**src/rtl/mac_result_fifo.sv**
```systemverilog
// Result FIFO sitting behind the sum-of-squares accumulator.
// Buffers accumulator results with a wrap tag that flags a result smaller than the
// previous one. The head is registered, so a push shows up on the next cycle. Results
// that arrive while the FIFO is full are dropped and counted.
module mac_result_fifo #(
  parameter int unsigned DEPTH = 8,  // power of two, 2..16
  parameter int unsigned WIDTH = 20
) (
  input  logic                     clk,
  input  logic                     reset,
  input  logic [WIDTH-1:0]         f_in,
  input  logic                     valid_in,
  input  logic                     ready_in,
  output logic [WIDTH-1:0]         dout,
  output logic                     wrap_out,
  output logic                     valid_out,
  output logic [$clog2(DEPTH):0]   count,
  output logic [7:0]               drop_cnt
);

  localparam int unsigned AW = $clog2(DEPTH);
  localparam int unsigned CW = AW + 1;

  // Each entry is {wrap, result}; storage is deliberately left unreset.
  logic [WIDTH:0]    mem_q [DEPTH];

  logic [AW-1:0]     wr_ptr_q, wr_ptr_d;
  logic [AW-1:0]     rd_ptr_q, rd_ptr_d;
  logic [CW-1:0]     count_q, count_d;
  logic [7:0]        drop_q, drop_d;
  logic [WIDTH-1:0]  last_q, last_d;

  logic full, empty, push, pop, drop, wrap_tag;

  // Handshake decode: a pop frees a slot in the same cycle, so a full FIFO can still
  // accept a push when the head is being consumed.
  always_comb begin
    full     = (count_q == CW'(DEPTH));
    empty    = (count_q == '0);
    pop      = !empty && ready_in;
    push     = valid_in && (!full || pop);
    drop     = valid_in && full && !pop;
    wrap_tag = (f_in < last_q);
  end

  // Next-state for pointers, occupancy, drop counter and last-seen result.
  always_comb begin
    wr_ptr_d = wr_ptr_q;
    rd_ptr_d = rd_ptr_q;
    count_d  = count_q;
    drop_d   = drop_q;
    last_d   = last_q;

    // Pointers wrap naturally because DEPTH is a power of two.
    if (push) wr_ptr_d = wr_ptr_q + AW'(1);
    if (pop)  rd_ptr_d = rd_ptr_q + AW'(1);

    unique case ({push, pop})
      2'b10:   count_d = count_q + CW'(1);
      2'b01:   count_d = count_q - CW'(1);
      default: count_d = count_q;
    endcase

    if (drop && (drop_q != 8'hFF)) drop_d = drop_q + 8'd1;

    // last_f tracks every offered result, accepted or dropped.
    if (valid_in) last_d = f_in;
  end

  // Control state register with synchronous reset; reset discards buffered entries.
  always_ff @(posedge clk) begin
    if (reset) begin
      wr_ptr_q <= '0;
      rd_ptr_q <= '0;
      count_q  <= '0;
      drop_q   <= '0;
      last_q   <= '0;
    end else begin
      wr_ptr_q <= wr_ptr_d;
      rd_ptr_q <= rd_ptr_d;
      count_q  <= count_d;
      drop_q   <= drop_d;
      last_q   <= last_d;
    end
  end

  // Storage write; suppressed during reset so a reset cycle never leaves a stray entry.
  always_ff @(posedge clk) begin
    if (!reset && push) mem_q[wr_ptr_q] <= {wrap_tag, f_in};
  end

  // Head presentation; gated to zero when empty so reset shows dout=0, wrap_out=0.
  always_comb begin
    valid_out = !empty;
    dout      = '0;
    wrap_out  = 1'b0;
    if (!empty) begin
      dout     = mem_q[rd_ptr_q][WIDTH-1:0];
      wrap_out = mem_q[rd_ptr_q][WIDTH];
    end
    count    = count_q;
    drop_cnt = drop_q;
  end

endmodule

```
**config.mk**
```make
export PLATFORM = sky130hd
export DESIGN_NAME = mac_result_fifo
export DESIGN_NICKNAME = d
export VERILOG_FILES = /design/src/rtl/mac_result_fifo.sv
export SDC_FILE = /design/constraint.sdc
export NUM_CORES = 1
export LEC_CHECK = 0
export BUFFER_PORTS_ARGS = -buffer_cell sky130_fd_sc_hd__buf_4
export CAP_MARGIN = 15
export CORE_ASPECT_RATIO = 1.25
export CORE_MARGIN = 2
export CORE_UTILIZATION = 36
export CTS_BUF_LIST = sky130_fd_sc_hd__clkbuf_16
export DETAILED_ROUTE_END_ITERATION = 6
export GPL_ROUTABILITY_DRIVEN = 0
export PLACE_DENSITY = 0.6
export SYNTH_ARGS = -nofsm -noshare
export SYNTH_HDL_FRONTEND = slang
export SYNTH_SLANG_ARGS = --single-unit
export TNS_END_PERCENT = 1
```
**constraint.sdc**
```tcl
create_clock -name clk -period 4.21 [get_ports clk]
set_input_delay 0.6315 -clock clk [delete_from_list [all_inputs] [get_ports clk]]
set_output_delay 0.6315 -clock clk [all_outputs]
set_load 0.02 [all_outputs]
```
==> results.txt, run 1 <==
gr ovfl total: 0
VDD IR max: 0.301 mV
DIE HEIGHT: 177 um
CP endpoint kind: output port
via/cell ratio: 5.13
row cnt: 63
Rel. slew slack: 41.4%
vias in the first global route: 4767
WP data required: 3.58 ns
CP max-delay cell: dfxtp_2
unique cell type count in the Yosys netlist: 49
worst-skew pair later-pin latency: 0.48 ns
minimum clock period: 3.20 ns
CTS tree: yes
final WL: 16900 um
Post-synth top flop: edfxtp_1
initial drt markers: 253
Num CTS Buffers: 20
DP Cell Count: 858
fin nets: 635
quantity of hold-fixing buffers added after cts: 0
crit path launch type: flop
Fin. Hold Viols: 0
largest net degree at the start of global routing: 45
DIE WIDTH: 142 um
area of the multi-input gates: 0.00259 sq mm
first-pass GRT wire length: 26500 um
path type of the worst min-delay path: input pin to flop
I/O pin total: 58
Area growth syn-to-layout: 16.1%
Fin Hold WS: 0.406 ns
Setup WS pre-CTS: 1.19 ns
fmax: 0.312 GHz
Critical Path, Cell by Cell: buf_12, mux4_2, mux2i_1, nor2_1, buf_4
setup TNS: 0 ns
total iterations of the first detailed-routing run: 4
commonest non-fill, non-tap cell in the layout: edfxtp_1
Reg area: 0.00587 sq mm
actual slew at the worst max-slew pin: 0.872 ns
Synth Warn #: 0
Net Count, Synth: 571
Max Transition Viols Final: 0
Leak: 3.41 nW
async set-reset flop share out of synthesis: 0%
worst stage delay on the critical path: 0.71 ns
final setup fails: 0
Post-synth EDFFs: 168
Fillers: 2134
HPWL after detailed placement: 10600 um
core area: 0.0236 sq mm
Pwr Total: 5.26 mW
full die area: 0.0252 sq mm
Clock Path Buffers: 3
Final Skew: 0.0180 ns
CTS root buffer: clkbuf_16
layout cells sized above 1: 25.0%
GRT Total Usage: 13.7%
port bufs: 57
CP Buf/Inv Count: 2
post-CTS setup buffers: 0
clk sink count: 209
Post-CTS Resized: 0
CP arrival: 2.57 ns
via count: 4581
max-cap violation count: 0
final worst path period share: 76.1%
Worst path top cell family by delay: multiplexers
DRC violation count after routing: 0
H-tree levels: 1
non-filler instance count after layout: 893
status: finished, final reports clean
CP max FO: 28
Crit Path Category: flop to output port
Clk pin slew, worst setup/hold paths: 0.07 ns
RSZ-0062 raised after global routing: false
# diodes: 0
initial core utilization: 36.4%
Seq cells post-synth: 209
synthesized instance count: 524
setup ws final: 1.01 ns
commonest cells after routing, fill and taps aside: edfxtp_1 (168), buf_4 (66), nor2_1 (60)
sequential fraction of the synthesis area: 68.1%
syn avg cell area: 16.4 sq um
WL/cell: 18.9 um
Synth Cell Area: 0.00861 sq mm
number of routed nets with antenna violations: 0
Pwr Density: 526 mW/mm^2
antenna violations before repair: 0
[power breakdown]
group / internal (mW) / switching [mW] / leakage [nW] / total [mW]
clock: 0.893 / 0.686 / 0.308 / 1.58
sequential: 2.29 / 0.110 / 1.85 / 2.40
combinational: 0.599 / 0.674 / 1.25 / 1.27
total: 3.78 / 1.47 / 3.41 / 5.26
[logic make-up (layout without fill, tap and decap cells)]
group | Yosys count | count (layout) | synth area share, %
DFF | 209 | 209 | 68.1
and+or+nand+nor | 111 | 111 | 5.97
muxes | 87 | 87 | 16.2
buffers and inverters | 46 | 123 | 2.21
AOI/OAI and AO/OA | 41 | 41 | 3.39
adders and majority gates | 23 | 23 | 3.34
xor gates and xnor gates | 7 | 7 | 0.712
[Yosys cell counts (4+ instances only)]
master | n | area, sq um
a21oi_1 | 11 | 55.1
buf_2 | 8 | 40.0
clkbuf_1 | 13 | 48.8
dfxtp_1 | 41 | 821
edfxtp_1 | 168 | 5040
ha_1 | 23 | 288
inv_1 | 20 | 75.1
mux2i_1 | 44 | 440
mux4_2 | 42 | 946
nand2_1 | 12 | 45.0
nand3_1 | 8 | 40.0
nor2_1 | 64 | 240
nor4_1 | 4 | 25.0
o21ai_0 | 7 | 35.0
xor2_1 | 7 | 61.3
[worst register-to-register path: stages (launching register included)]
cell and delay [ns]:
dfxtp_1 0.55, or3_4 0.25, o21ai_0 0.15, or2_2 0.40, nor3_2 0.59, buf_4 0.36
[through the flow]
| stage | cell area, sq um | utilization [%] |
|---|---|---|
| 6_report | 10000 | 42.3 |
| 5_1_grt | 10000 | 42.3 |
| 4_1_cts | 10000 | 42.3 |
| 3_5_place_dp | 9420 | 39.8 |
| 3_3_place_gp | 9420 | 39.8 |
| 2_1_floorplan | 8610 | - |
[worst paths after layout]
kind	startpoint	end	slack, ns	cells after the start
max	flop	wrap_out	1.01	5
min	f_in[5]	mem_q[2][5]	0.41	1
max reg2reg	count[1]	mem_q[4][9]	1.61	5
min reg2reg	last_q[10]	last_q[10]	0.50	2
[area by class of cell]
| cell class | count | area share, % |
|---|---|---|
| clock buffers | 21 | 5.26 |
| clock inverters | 14 | 0.551 |
| inverters | 21 | 0.788 |
| multi-input cells | 269 | 25.9 |
| flip-flops and latches | 209 | 58.7 |
| well taps | 292 | 3.65 |
| repair buffers | 67 | 5.16 |
[sequential cells by signal, indices dropped and copies added, names as in the netlist, named ones only]
| signal | count |
|---|---|
| mem_q | 168 |
| last_q | 20 |
| drop_cnt | 8 |
| count | 4 |
| rd_ptr_q | 3 |
| wr_ptr_q | 3 |
[metal layers]
metal / vias up / track usage (%) / part of all wire (%)
met5: - / 0 / 0
met4: 0 / 3.75 / 1.6
met3: 12 / 1.89 / 3.7
met2: 91 / 25.1 / 53
met1: 2319 / 16.9 / 41
li1: 2159 / - / -
(Power assumes the default switching activity.)
==> inputs of run 2 (changes only) <==
--- a/config.mk
+++ b/config.mk
@@ -13,7 +13,7 @@
 export CTS_BUF_LIST = sky130_fd_sc_hd__clkbuf_16
 export DETAILED_ROUTE_END_ITERATION = 6
 export GPL_ROUTABILITY_DRIVEN = 0
-export PLACE_DENSITY = 0.6
+export PLACE_DENSITY = 0.58
 export SYNTH_ARGS = -nofsm -noshare
 export SYNTH_HDL_FRONTEND = slang
 export SYNTH_SLANG_ARGS = --single-unit
==> constraint.sdc (replaced) <==
create_clock -name clk -period 3.1 [get_ports clk]
set_input_delay 0.465 -clock clk [delete_from_list [all_inputs] [get_ports clk]]
set_output_delay 0.465 -clock clk [all_outputs]
set_load 0.02 [all_outputs]
==> run 2 against run 1 <==
- power up 41%
- first-iteration DRC count up 18%
- wire length up 2.2%
- cell count up 1.7%
- utilization up 0.79 points
- non-clock buffer count up 12
- largest cell class unchanged
- sequential power up 35%
- die area unchanged
- worst setup slack worse by 0.71 ns
- largest power group unchanged
- critical path type unchanged
- clock-buffer cell count unchanged
- worst hold slack worse by 0.18 ns
- clock skew up 0.0015 ns
==> results.txt, run 2 (synthesized netlist as in run 1, its figures left out) <==
min-delay src: f_in[6]
max-cap violation count: 0 (unchanged)
Num CTS Buffers: 21 (+5.0%)
CTS tree: yes
GR Util met3: 2.11% (+0.22 points)
GR Layer Usage met1: 18.5% (+1.6 points)
path type of the worst min-delay path: input pin to flop
full die area: 0.0252 sq mm (unchanged)
WL/cell: 19.0 um (+0.47%)
Leak: 3.50 nW (+2.6%)
layout cells sized above 1: 27.6% (+2.6 points)
crit path launch type: flop
via/cell ratio: 5.10 (-0.49%)
DIE HEIGHT: 177 um (unchanged)
VDD IR max: 0.520 mV (+73%)
DP Cell Count: 870 (+1.4%)
Final Skew: 0.0195 ns (+0.00146 ns)
Clk pin slew, worst setup/hold paths: 0.07 ns (about the same)
initial drt markers: 298 (+18%)
DRC violation count after routing: 0 (unchanged)
Fillers: 2132 (-0.094%)
largest reg by FF count: mem_q
Fin. Hold Viols: 0 (unchanged)
initial core utilization: 36.4% (unchanged)
post-CTS setup buffers: 0 (unchanged)
worst-skew pair later-pin latency: 0.50 ns (+0.02 ns)
Post-CTS Resized: 0 (unchanged)
GRT Total Usage: 14.0% (+0.33 points)
H-tree levels: 1 (unchanged)
RR Startpoint: count[1]
quantity of hold-fixing buffers added after cts: 0 (unchanged)
row cnt: 63 (unchanged)
HPWL after detailed placement: 11300 um (+6.3%)
I/O pin total: 58 (unchanged)
number of routed nets with antenna violations: 0 (unchanged)
Rel. slew slack: 48.0% (+6.6 points)
fmax: 0.356 GHz
max reg flops: 168 (unchanged)
area of the multi-input gates: 0.00259 sq mm (+0.15%)
commonest cells after routing, fill and taps aside: edfxtp_1 (168), buf_4 (76), nor2_1 (60)
M2 GR Usage: 24.3% (-0.89 points)
Reg area: 0.00587 sq mm (unchanged)
status: finished, final reports clean
total iterations of the first detailed-routing run: 4 (unchanged)
post-place instance area: 0.00954 sq mm (+1.3%)
vias in the first global route: 4860 (+2.0%)
cell area after layout: 0.0102 sq mm (+1.9%)
CP endpoint kind: output port
non-filler instance count after layout: 908 (+1.7%)
clk sink count: 209 (unchanged)
first-pass GRT wire length: 27300 um (+2.9%)
core area: 0.0236 sq mm (unchanged)
# diodes: 0 (unchanged)
final worst path period share: 90.6%
Crit Path Category: flop to output port
Max Transition Viols Final: 0 (unchanged)
commonest non-fill, non-tap cell in the layout: edfxtp_1
final setup fails: 0 (unchanged)
fin nets: 648 (+2.0%)
largest net degree at the start of global routing: 45 (unchanged)
Clock Path Buffers: 3 (unchanged)
via count: 4635 (+1.2%)
final WL: 17300 um (+2.2%)
GR peak layer: met2
CP max FO: 9 (-68%)
antenna violations before repair: 0 (unchanged)
Pwr Density: 727 mW/mm^2 (+38%)
gr ovfl total: 0 (unchanged)
port bufs: 57 (unchanged)
actual slew at the worst max-slew pin: 0.773 ns (-0.0988 ns)
Area growth syn-to-layout: 18.3%
DIE WIDTH: 142 um (unchanged)
fin util: 43.1% (+0.79 points)
CTS root buffer: clkbuf_16
CP arrival: 2.34 ns (-0.23 ns)
RSZ-0062 raised after global routing: false
WP data required: 2.63 ns (-0.95 ns)
minimum clock period: 2.81 ns
-- run 2: changes by cell type in the layout (fill, tap and decap cells not counted), moves of 2 or more --
| cell | previous run | this run |
|---|---|---|
| buf_4 | 66 | 76 |
| clkinv_1 | 5 | 2 |
| inv_1 | 27 | 25 |
| buf_12 | 1 | 3 |
| clkinvlp_4 | 0 | 3 |
-- run 2: final timing paths --
check,to,slack [ns],cells after the start
setup / recovery,dout[18],0.29,5
hold / removal,mem_q[7][6],0.22,1
setup reg to reg,mem_q[2][18],0.77,5
hold reg to reg,wr_ptr_q[0],0.49,2
-- run 2: per-stage QoR --
stage               total power [mW]  TNS (ns)  hold WS [ns]  setup WS [ns]
floorplan                       4.48    -10.40         0.452         -0.381
global placement                5.12         0         0.458          0.666
detailed placement              5.16         0         0.481          0.525
CTS                             7.52         0         0.207          0.241
global route                    7.77         0         0.213          0.160
finish                          7.40         0         0.222          0.291
-- run 2: metal layers --
layer  up-vias  routed length, um
met3        22                827
li1       2179                  -
met1      2331               7420
met5         -                  0
met2       103               8730
met4         0                308
-- run 2: where the power goes --
part / total (mW) / switching, mW / internal [mW]
Sequential: 3.23 / 0.119 / 3.11
Clock: 2.36 / 1.03 / 1.33
Combinational: 1.81 / 0.962 / 0.852
-- run 2: final cells by class --
type                       instances  share of cell area, %
timing repair buffer              79                   6.19
tap                              292                   3.59
clock buffer                      21                   5.16
multi-input combinational        269                   25.5
sequential                       209                   57.6
clock inverter                    17                   1.20
inverter                          21                  0.774
-- run 2: critical path: stages, from the launching register on --
cell and delay [ns]:
dfxtp_2 0.56, buf_4 0.29, mux4_2 0.53, mux2i_1 0.22, nor2_1 0.07, buf_4 0.17
==> inputs of run 3 (changes only) <==
--- a/config.mk
+++ b/config.mk
@@ -13,6 +13,7 @@
 export CTS_BUF_LIST = sky130_fd_sc_hd__clkbuf_16
 export DETAILED_ROUTE_END_ITERATION = 6
 export GPL_ROUTABILITY_DRIVEN = 0
+export GPL_TIMING_DRIVEN = 0
 export PLACE_DENSITY = 0.58
 export SYNTH_ARGS = -nofsm -noshare
 export SYNTH_HDL_FRONTEND = slang
==> run 3 against run 2 <==
- sequential cell count unchanged
- sequential power down 2%
- clock-buffer cell count unchanged
==> results.txt, run 3 (synthesized netlist as in run 1, its figures left out) <==
WL/cell: 19.5 um (+2.7%)
CP endpoint kind: output port
via count: 4801 (+3.6%)
post-CTS setup buffers: 0 (unchanged)
core area: 0.0236 sq mm (unchanged)
r2r setup slk: 0.48 ns (-0.29 ns)
CP Buf/Inv Count: 2 (unchanged)
final WL: 18000 um (+4.3%)
path type of the worst min-delay path: input pin to flop
Pwr Total: 7.58 mW (+2.4%)
Leak: 3.54 nW (+1.1%)
DIE WIDTH: 142 um (unchanged)
commonest cells after routing, fill and taps aside: edfxtp_1 (168), nor2_1 (60), buf_4 (57)
critical path depth: 5 (unchanged)
Worst Setup SP: count[0]
actual slew at the worst max-slew pin: 0.974 ns (+0.201 ns)
worst-skew pair later-pin latency: 0.49 ns (about the same)
power share of the clock group: 33.1% (+1.3 points)
Critical Path, Cell by Cell: or3_4, nor2_4, buf_1, nor2_1, buf_4
Crit Path Category: flop to output port
fmax: 0.345 GHz (-3.0%)
Fin. Hold Viols: 0 (unchanged)
CTS root buffer: clkbuf_16
clk sink count: 209 (unchanged)
P_int: 5.43 mW (+2.6%)
Sw Pwr: 2.15 mW (+2.0%)
Fillers: 2114 (-0.84%)
worst stage delay on the critical path: 0.57 ns (about the same)
max reg flops: 168 (unchanged)
final setup fails: 0 (unchanged)
DRC violation count after routing: 0 (unchanged)
Area growth syn-to-layout: 19.8%
gr ovfl total: 0 (unchanged)
I/O pin total: 58 (unchanged)
largest reg by FF count: mem_q
total iterations of the first detailed-routing run: 6 (+2)
commonest non-fill, non-tap cell in the layout: edfxtp_1
CP max-delay cell: buf_1
Seq pwr share: 41.8% (-1.9 points)
Pwr Density: 736 mW/mm^2 (+1.2%)
CTS tree: yes
DIE HEIGHT: 177 um (unchanged)
via/cell ratio: 5.21 (+2.0%)
initial core utilization: 36.4% (unchanged)
initial drt markers: 342 (+15%)
largest net degree at the start of global routing: 16 (-64%)
Reg area: 0.00587 sq mm (about the same)
vias in the first global route: 5035 (+3.6%)
R2R cell count: 5 (unchanged)
WP data required: 2.63 ns (about the same)
Num CTS Buffers: 21 (unchanged)
first-pass GRT wire length: 27900 um (+2.4%)
Setup crit end: dout[18]
row cnt: 63 (unchanged)
RSZ-0062 raised after global routing: false
Max Transition Viols Final: 0 (unchanged)
cell area after layout: 0.0103 sq mm (+1.2%)
H-tree levels: 1 (unchanged)
Worst path top cell family by delay: simple AND/OR/NAND/NOR gates
FF-to-FF End: mem_q[2][14]
combinational power share: 25.1% (+0.6 points)
Rel. slew slack: 35.0% (-13 points)
status: finished, final reports clean
Clock Path Buffers: 3 (unchanged)
Sw Ratio: 28.3% (-0.12 points)
# diodes: 0 (unchanged)
CP arrival: 2.43 ns (+0.09 ns)
quantity of hold-fixing buffers added after cts: 0 (unchanged)
full die area: 0.0252 sq mm (unchanged)
CP max FO: 10 (+1)
max-cap violation count: 0 (unchanged)
HPWL after detailed placement: 12200 um (+7.4%)
RR Startpoint: count[0]
area of the multi-input gates: 0.00259 sq mm (unchanged)
fin nets: 663 (+2.3%)
VDD IR max: 0.446 mV (-14%)
layout cells sized above 1: 27.0% (-0.61 points)
port bufs: 56 (-1.8%)
number of routed nets with antenna violations: 0 (unchanged)
crit path launch type: flop
Final Skew: 0.00798 ns (-0.0115 ns)
final worst path period share: 93.4% (+2.8 points)
GRT Total Usage: 14.6% (+0.58 points)
minimum clock period: 2.90 ns (+0.0870 ns)
post-place instance area: 0.00962 sq mm (+0.89%)
Clk pin slew, worst setup/hold paths: 0.06 ns (about the same)
antenna violations before repair: 0 (unchanged)
-- run 3: cell types whose count changed in the layout (fill, tap and decap cells not counted), moves of 8 or more --
cell,before,now
clkbuf_1,0,9
buf_4,76,57
buf_2,0,8
buf_6,0,8
-- run 3: worst min-delay path by stage --
stage	start	to	slack, ns	depth (start not counted)
6_report	f_in[19]	mem_q[4][19]	0.23	1
5_1_grt	f_in[19]	mem_q[1][19]	0.23	1
4_1_cts	f_in[10]	mem_q[2][10]	0.22	1
3_5_place_dp	last_q[11]	last_q[11]	0.48	2
3_3_place_gp	last_q[10]	last_q[10]	0.47	2
2_1_floorplan	last_q[0]	last_q[0]	0.45	2
-- run 3: through the flow --
stage          util [%]  std cells  hold slack (ns)  TNS (ns)  setup slack (ns)
2_1_floorplan         -        524            0.452    -10.40            -0.381
3_3_place_gp       39.8        872            0.473   -198.58             -2.61
3_5_place_dp       40.7        885            0.480         0             0.103
4_1_cts            43.6        922            0.216         0            0.0427
5_1_grt            43.6        922            0.228         0            0.0740
6_report           43.6        922            0.229         0             0.204
-- run 3: repair_timing --
action,in CTS,in global routing
endpoints found under the setup margin,1,12
endpoints found under the hold margin,0,0
gates resized for setup,1,6
-- run 3: power by group through the flow --
| stage | combinational [mW] | sequential (mW) | clock (mW) |
|---|---|---|---|
| after global routing | 2.08 | 3.18 | 2.67 |
| after floorplan | 1.25 | 3.24 | 0 |
| after global placement | 1.90 | 3.22 | 0 |
| after detailed placement | 1.95 | 3.23 | 0 |
| final | 1.90 | 3.17 | 2.51 |
| after CTS | 1.95 | 3.17 | 2.57 |
-- run 3: cell type report --
cell class / instances / share of cell area [%]
sequential: 209 / 56.9
multi-input combinational: 269 / 25.2
timing repair buffer: 69 / 5.89
clock buffer: 21 / 5.10
tap: 292 / 3.54
clock inverter: 16 / 1.53
buffer: 25 / 1.13
inverter: 21 / 0.765
-- run 3: per-layer routing --
metal | GRT usage [%] | vias to the layer above | share of wire [%]
li1 | - | 2218 | -
met1 | 18.3 | 2430 | 41
met2 | 25.8 | 119 | 52
met3 | 2.54 | 34 | 4.7
met4 | 4.74 | 0 | 2.5
met5 | 0 | - | 0
